## config.mk

```make
export PLATFORM = sky130hd
export DESIGN_NAME = slot_payout_scorer
export DESIGN_NICKNAME = d
export VERILOG_FILES = /design/src/rtl/slot_payout_scorer.sv
export SDC_FILE = /design/constraint.sdc
export NUM_CORES = 1
export LEC_CHECK = 0
export CORE_ASPECT_RATIO = 1.5
export CORE_MARGIN = 2
export CORE_UTILIZATION = 55
export CTS_BUF_LIST = sky130_fd_sc_hd__clkbuf_16
export DETAILED_ROUTE_END_ITERATION = 7
export PLACE_DENSITY_LB_ADDON = 0.25
export SYNTH_ARGS = -nofsm -noshare
export SYNTH_HDL_FRONTEND = slang
export SYNTH_SLANG_ARGS = --single-unit
```

## constraint.sdc

```tcl
create_clock -name clk -period 8.6 [get_ports clk]
set_input_delay 0.86 -clock clk [delete_from_list [all_inputs] [get_ports clk]]
set_output_delay 0.86 -clock clk [all_outputs]
set_load 0.02 [all_outputs]
```

## src/rtl/slot_payout_scorer.sv

```systemverilog
// Scores a four-reel spin: gates spin requests on the credit balance, latches the
// stopped reels, classifies the pattern and pays into a saturating credit counter.
module slot_payout_scorer #(
    parameter int CREDIT_W    = 8,
    parameter int INIT_CREDIT = 20,
    parameter int BET         = 1,
    parameter int PAY_JACKPOT = 50,
    parameter int PAY_THREE   = 10,
    parameter int PAY_TWOPAIR = 5,
    parameter int PAY_PAIR    = 2
) (
    input  logic                clk,
    input  logic                reset,
    input  logic                stopInt,
    input  logic                allStopped,
    input  logic [3:0]          randNum1,
    input  logic [3:0]          randNum2,
    input  logic [3:0]          randNum3,
    input  logic [3:0]          randNum4,
    output logic [CREDIT_W-1:0] credits,
    output logic [CREDIT_W-1:0] lastWin,
    output logic [2:0]          winClass,
    output logic                resultValid,
    output logic                busy,
    output logic                noCredit
);

    typedef enum logic [1:0] {IDLE, SPIN, SCORE, HOLD} state_t;

    localparam logic [CREDIT_W-1:0] BET_C = CREDIT_W'(BET);

    state_t              r_state;
    logic                r_stopIntQ;
    logic [3:0]          r_reel1, r_reel2, r_reel3, r_reel4;
    logic [CREDIT_W-1:0] r_credits;
    logic [CREDIT_W-1:0] r_lastWin;
    logic [2:0]          r_winClass;
    logic                r_resultValid;

    logic                w_rise;
    logic [2:0]          w_pairCount;
    logic [CREDIT_W-1:0] w_payout;
    logic [2:0]          w_class;
    logic [CREDIT_W:0]   w_sum;
    logic [CREDIT_W-1:0] w_satSum;

    assign w_rise = stopInt & ~r_stopIntQ;

    // Equal pairings among the six reel combinations: 6, 3, 2, 1 or 0 map to the win classes.
    assign w_pairCount = 3'(r_reel1 == r_reel2) + 3'(r_reel1 == r_reel3) + 3'(r_reel1 == r_reel4)
                       + 3'(r_reel2 == r_reel3) + 3'(r_reel2 == r_reel4) + 3'(r_reel3 == r_reel4);

    always_comb begin
        w_payout = '0;
        w_class  = 3'd0;
        case (w_pairCount)
            3'd6: begin w_payout = CREDIT_W'(PAY_JACKPOT); w_class = 3'd4; end
            3'd3: begin w_payout = CREDIT_W'(PAY_THREE);   w_class = 3'd3; end
            3'd2: begin w_payout = CREDIT_W'(PAY_TWOPAIR); w_class = 3'd2; end
            3'd1: begin w_payout = CREDIT_W'(PAY_PAIR);    w_class = 3'd1; end
            default: begin w_payout = '0; w_class = 3'd0; end
        endcase
    end

    assign w_sum    = {1'b0, r_credits} + {1'b0, w_payout};
    assign w_satSum = w_sum[CREDIT_W] ? '1 : w_sum[CREDIT_W-1:0];

    // The request history is kept through reset so a request still held afterwards does not start a spin.
    always_ff @(posedge clk) begin
        r_stopIntQ <= stopInt;
        if (reset) begin
            r_state       <= IDLE;
            r_credits     <= CREDIT_W'(INIT_CREDIT);
            r_lastWin     <= '0;
            r_winClass    <= 3'd0;
            r_resultValid <= 1'b0;
            r_reel1       <= 4'd0;
            r_reel2       <= 4'd0;
            r_reel3       <= 4'd0;
            r_reel4       <= 4'd0;
        end else begin
            r_resultValid <= 1'b0;
            case (r_state)
                IDLE: begin
                    if (w_rise && (r_credits >= BET_C)) begin
                        r_credits <= r_credits - BET_C;
                        r_state   <= SPIN;
                    end
                end
                SPIN: begin
                    // A dropped request refunds the bet even if the reels stopped in the same cycle.
                    if (!stopInt) begin
                        r_credits <= r_credits + BET_C;
                        r_state   <= IDLE;
                    end else if (allStopped) begin
                        r_reel1 <= randNum1;
                        r_reel2 <= randNum2;
                        r_reel3 <= randNum3;
                        r_reel4 <= randNum4;
                        r_state <= SCORE;
                    end
                end
                SCORE: begin
                    r_lastWin     <= w_payout;
                    r_winClass    <= w_class;
                    r_credits     <= w_satSum;
                    r_resultValid <= 1'b1;
                    r_state       <= HOLD;
                end
                HOLD: begin
                    if (!stopInt) begin
                        r_state <= IDLE;
                    end
                end
                default: r_state <= IDLE;
            endcase
        end
    end

    assign credits     = r_credits;
    assign lastWin     = r_lastWin;
    assign winClass    = r_winClass;
    assign resultValid = r_resultValid;
    assign busy        = (r_state != IDLE);
    assign noCredit    = (r_credits < BET_C);

endmodule

```

==> results.py <==
metrics = {
    "logic_synthesis": {
        "synth.largest_area_cell": "sky130_fd_sc_hd__dfxtp_1",
        "synthesized_area_per_cell_um2": 8.10,
        "synth_cell_type_count": 64,
        "synthArstFlopShare": 0,
        "synth-edff-count": 0,
        "number_of_warning_messages_in_the_yosys_log": 0,
        "synth_top_cell_area_share": 0.263,
        "netlist_top_cells_area": "sky130_fd_sc_hd__dfxtp_1, sky130_fd_sc_hd__ha_1, sky130_fd_sc_hd__nand2_1",
        "synth.cell_area_um2": 2580,
        "synth-seq-cells": 34,
        "netlist_instances": 319,
        "ys.flop_type": "sky130_fd_sc_hd__dfxtp_1",
        "seq_area_frac_synth": 0.263,
    },
    "clocking": {
        "clk_latency_ps": 270,
        "cts_tree": "built",
        "post_cts_hold_buffer_count": 0,
        "cts_sinks": 34,
        "cts.htree.levels": 2,
        "tritoncts.num_buffers": 5,
        "cts.repair_timing.setup_buffer_count": 0,
        "clock_root_buffer": "sky130_fd_sc_hd__clkbuf_16",
        "clk_transition_reported_paths_ps": 50,
        "ctsResizeCount": 0,
        "clk_path_buf_depth": 2,
    },
    "min_path": {
        "hp-class": "register to register",
        "worstHoldStart": "lastWin[3]",
    },
    "routing": {
        "detail_route.drc_violations": 0,
        "wire_per_inst_um": 15.5,
        "detail-route-antenna-nets": 0,
        "overall_routed_net_length_um": 6290,
        "vias": 2355,
        "route.detailed.vias_per_inst": 5.79,
        "drt_first_iter_violations": 108,
        "drt_pre_antenna_iters": 4,
    },
    "place": {
        "gp_congestion": 0.957,
        "dpl-instance-area_um2": 2910,
        "port_bufs": 39,
        "dp_worst_slack_ps": 3650,
        "dp_cells": 400,
        "detailed_place_hpwl_um": 4720,
    },
    "worst_setup_path": {
        "worst_setup_sp_type": "register",
        "crit_end": "credits[6]",
        "r2r_start": "r_reel2[3]",
        "path_cells": "xor2_1 -> nor4_1 -> fa_1 -> inv_1 -> fa_1 -> inv_1 -> ha_1 -> inv_1 -> fa_1 -> nor3b_1 -> ha_1 -> inv_1 -> fa_1 -> nor2b_1 -> o21ai_1 -> and4_1 -> o41ai_1 -> a221oi_1",
        "rr_endpoint": "credits[6]",
        "worst-setup-path-type": "register to register",
        "crit_path_top_delay_cell": "sky130_fd_sc_hd__fa_1",
        "worstPathArrival_ps": 5080,
        "worstSetupStartpoint": "r_reel2[3]",
        "ff2ff_path_depth": 18,
        "critical_path_required_ps": 8730,
        "crit_path_largest_cell_delay_ps": 480,
        "maximum_fanout_count_along_the_critical_path": 5,
        "worst-r2r-setup-slack_ps": 3650,
        "worst_setup_path_end_kind": "register",
    },
    "timing": {
        "finalWorstSetupSlack_ps": 3650,
        "report.final.setup_viol": 0,
        "final_max_tran_viols": 0,
        "timing.final.crit_period_ps": 4950,
        "hold_viol_final": 0,
        "worst-slew-pin-transition_ps": 602,
        "relSlewSlack": 0.597,
        "finalSetupTns_ps": 0,
        "post-route-period-util": 0.575,
        "max_freq_mhz": 202,
        "rsz0062_at_grt": "false",
        "finalClockSkew_ps": 2.80,
    },
    "floorplanning": {
        "floorplan.initialDensity": 0.569,
        "placement_rows": 30,
        "design.die.area_um2": 5280,
        "fp.dieH_um": 88.0,
        "top_level_ports": 42,
        "die_width_um": 60.0,
        "floorplan.core_area_um2": 4540,
    },
    "pwr": {
        "irDropWorstVdd_mv": 0.162,
        "report.power.total_mw": 0.775,
        "cellLeakagePower_nw": 1.26,
        "cellPowerDensity_nw_per_um2": 254,
    },
    "layout": {
        "area.growth.synth_to_final_pct": 17.9,
        "final_layout_size_suffix_gt1_frac": 0.0641,
        "final_area_um2": 3050,
        "layout.nets": 383,
        "post_layout_nonfiller_instances": 407,
        "diodes": 0,
    },
    "global_route": {
        "grt-ovfl-total": 0,
        "maximum_number_of_pins_on_one_net_before_global_route_repair": 34,
        "wire_length_of_the_first_global_routing_pass_um": 10300,
        "initial_antenna_violation_count": 0,
        "grt_util_all_layers": 0.258,
        "first_global_vias": 2278,
    },
    "run": {
        "max_capacitance_violation_total": 0,
    },
    "status": {
        "outcome": "completed",
    },
}
[cells in the mapped netlist (all sizes together), types with 4 or more instances]
cell type,instances
a21o,4
a21oi,31
buf,14
clkbuf,10
dfxtp,34
fa,4
ha,16
inv,20
mux2i,5
nand2,46
nand3,9
nand4,5
nor2,16
nor2b,4
nor3,4
nor4,8
o21ai,8
o41ai,4
xnor2,9
xor2,17
[power by group]
part           internal (mW)  switching [mW]
registers              0.170          0.0330
clock network          0.104          0.0641
logic                  0.171           0.233
[kinds of logic (layout without fill, tap and decap cells)]
family | Yosys count | after routing | synth area share
AO/OA/AOI/OAI | 77 | 77 | 0.212
XOR/XNOR | 26 | 26 | 0.0881
adder cells (fa/ha/maj) | 20 | 20 | 0.108
buffers and inverters | 44 | 67 | 0.0891
flip-flops | 34 | 34 | 0.263
multiplexers | 5 | 5 | 0.0194
other | 1 | 2 | 0.00145
AND/OR/NAND/NOR | 112 | 112 | 0.218
[layer usage]
layer / up-vias / share of wire / GRT usage
li1: 1161 / - / -
met1: 1121 / 0.38 / 0.258
met2: 59 / 0.57 / 0.501
met3: 14 / 0.031 / 0.0384
met4: 0 / 0.026 / 0.113
met5: - / 0 / 0
[final cells by class]
cell class	count	area, µm²
Tap cell	64	80.1
Multi-Input combinational cell	242	1680
Sequential cell	34	681
Fill cell	400	1500
Clock inverter	2	10.0
Clock buffer	5	125
Inverter	20	75.1
Timing Repair Buffer	40	398
[worst min path at each step]
stage	end	slack, ps	cells past startpoint
floorplan	r_reel1[1]	490	2
global placement	winClass[1]	480	2
detailed placement	lastWin[3]	480	2
CTS	lastWin[3]	500	2
global route	lastWin[1]	540	2
finish	lastWin[3]	490	2
[registers in the layout, indices dropped and copies added (netlist names), named ones only]
register / count
credits: 8
resultValid: 1
lastWin: 4
r_stopIntQ: 1
r_reel4: 4
winClass: 2
r_reel2: 4
r_reel1: 4
r_state: 1
r_reel3: 4
[per-stage QoR]
stage               hold slack (ps)   util
floorplan                       494      -
global placement                476  0.641
detailed placement              480  0.641
CTS                             495  0.671
global route                    536  0.671
finish                          492  0.671
[cells in the final DEF (no fill, tap or decap), drive strengths merged, types with 3 or more instances in the layout]
cell type / netlist / routed
nor2: 16 / 16
nand4: 5 / 5
clkdlybuf4s50: 0 / 39
a311oi: 3 / 3
a221oi: 3 / 3
nor4: 8 / 8
o41ai: 4 / 4
nor3: 4 / 4
fa: 4 / 4
clkbuf: 10 / 5
xnor2: 9 / 9
a31oi: 3 / 3
and3: 3 / 3
a211oi: 3 / 3
mux2i: 5 / 5
inv: 20 / 20
a21o: 4 / 4
nand3: 9 / 9
nor2b: 4 / 4
o21ai: 8 / 8
xor2: 17 / 17
dfxtp: 34 / 34
nand2b: 3 / 3
ha: 16 / 16
nand2: 46 / 46
a21oi: 31 / 31
[worst max-delay path, delay by kind of cell, from the launching register on]
kind / cells / cell delay (ps)
AOI/OAI and AO/OA: 3 / 560
xor gates and xnor gates: 1 / 190
DFF: 1 / 370
buffers and inverters: 4 / 280
adders and majority gates: 6 / 2160
and+or+nand+nor: 4 / 1260
No activity file was read; power rests on OpenSTA's default activity.
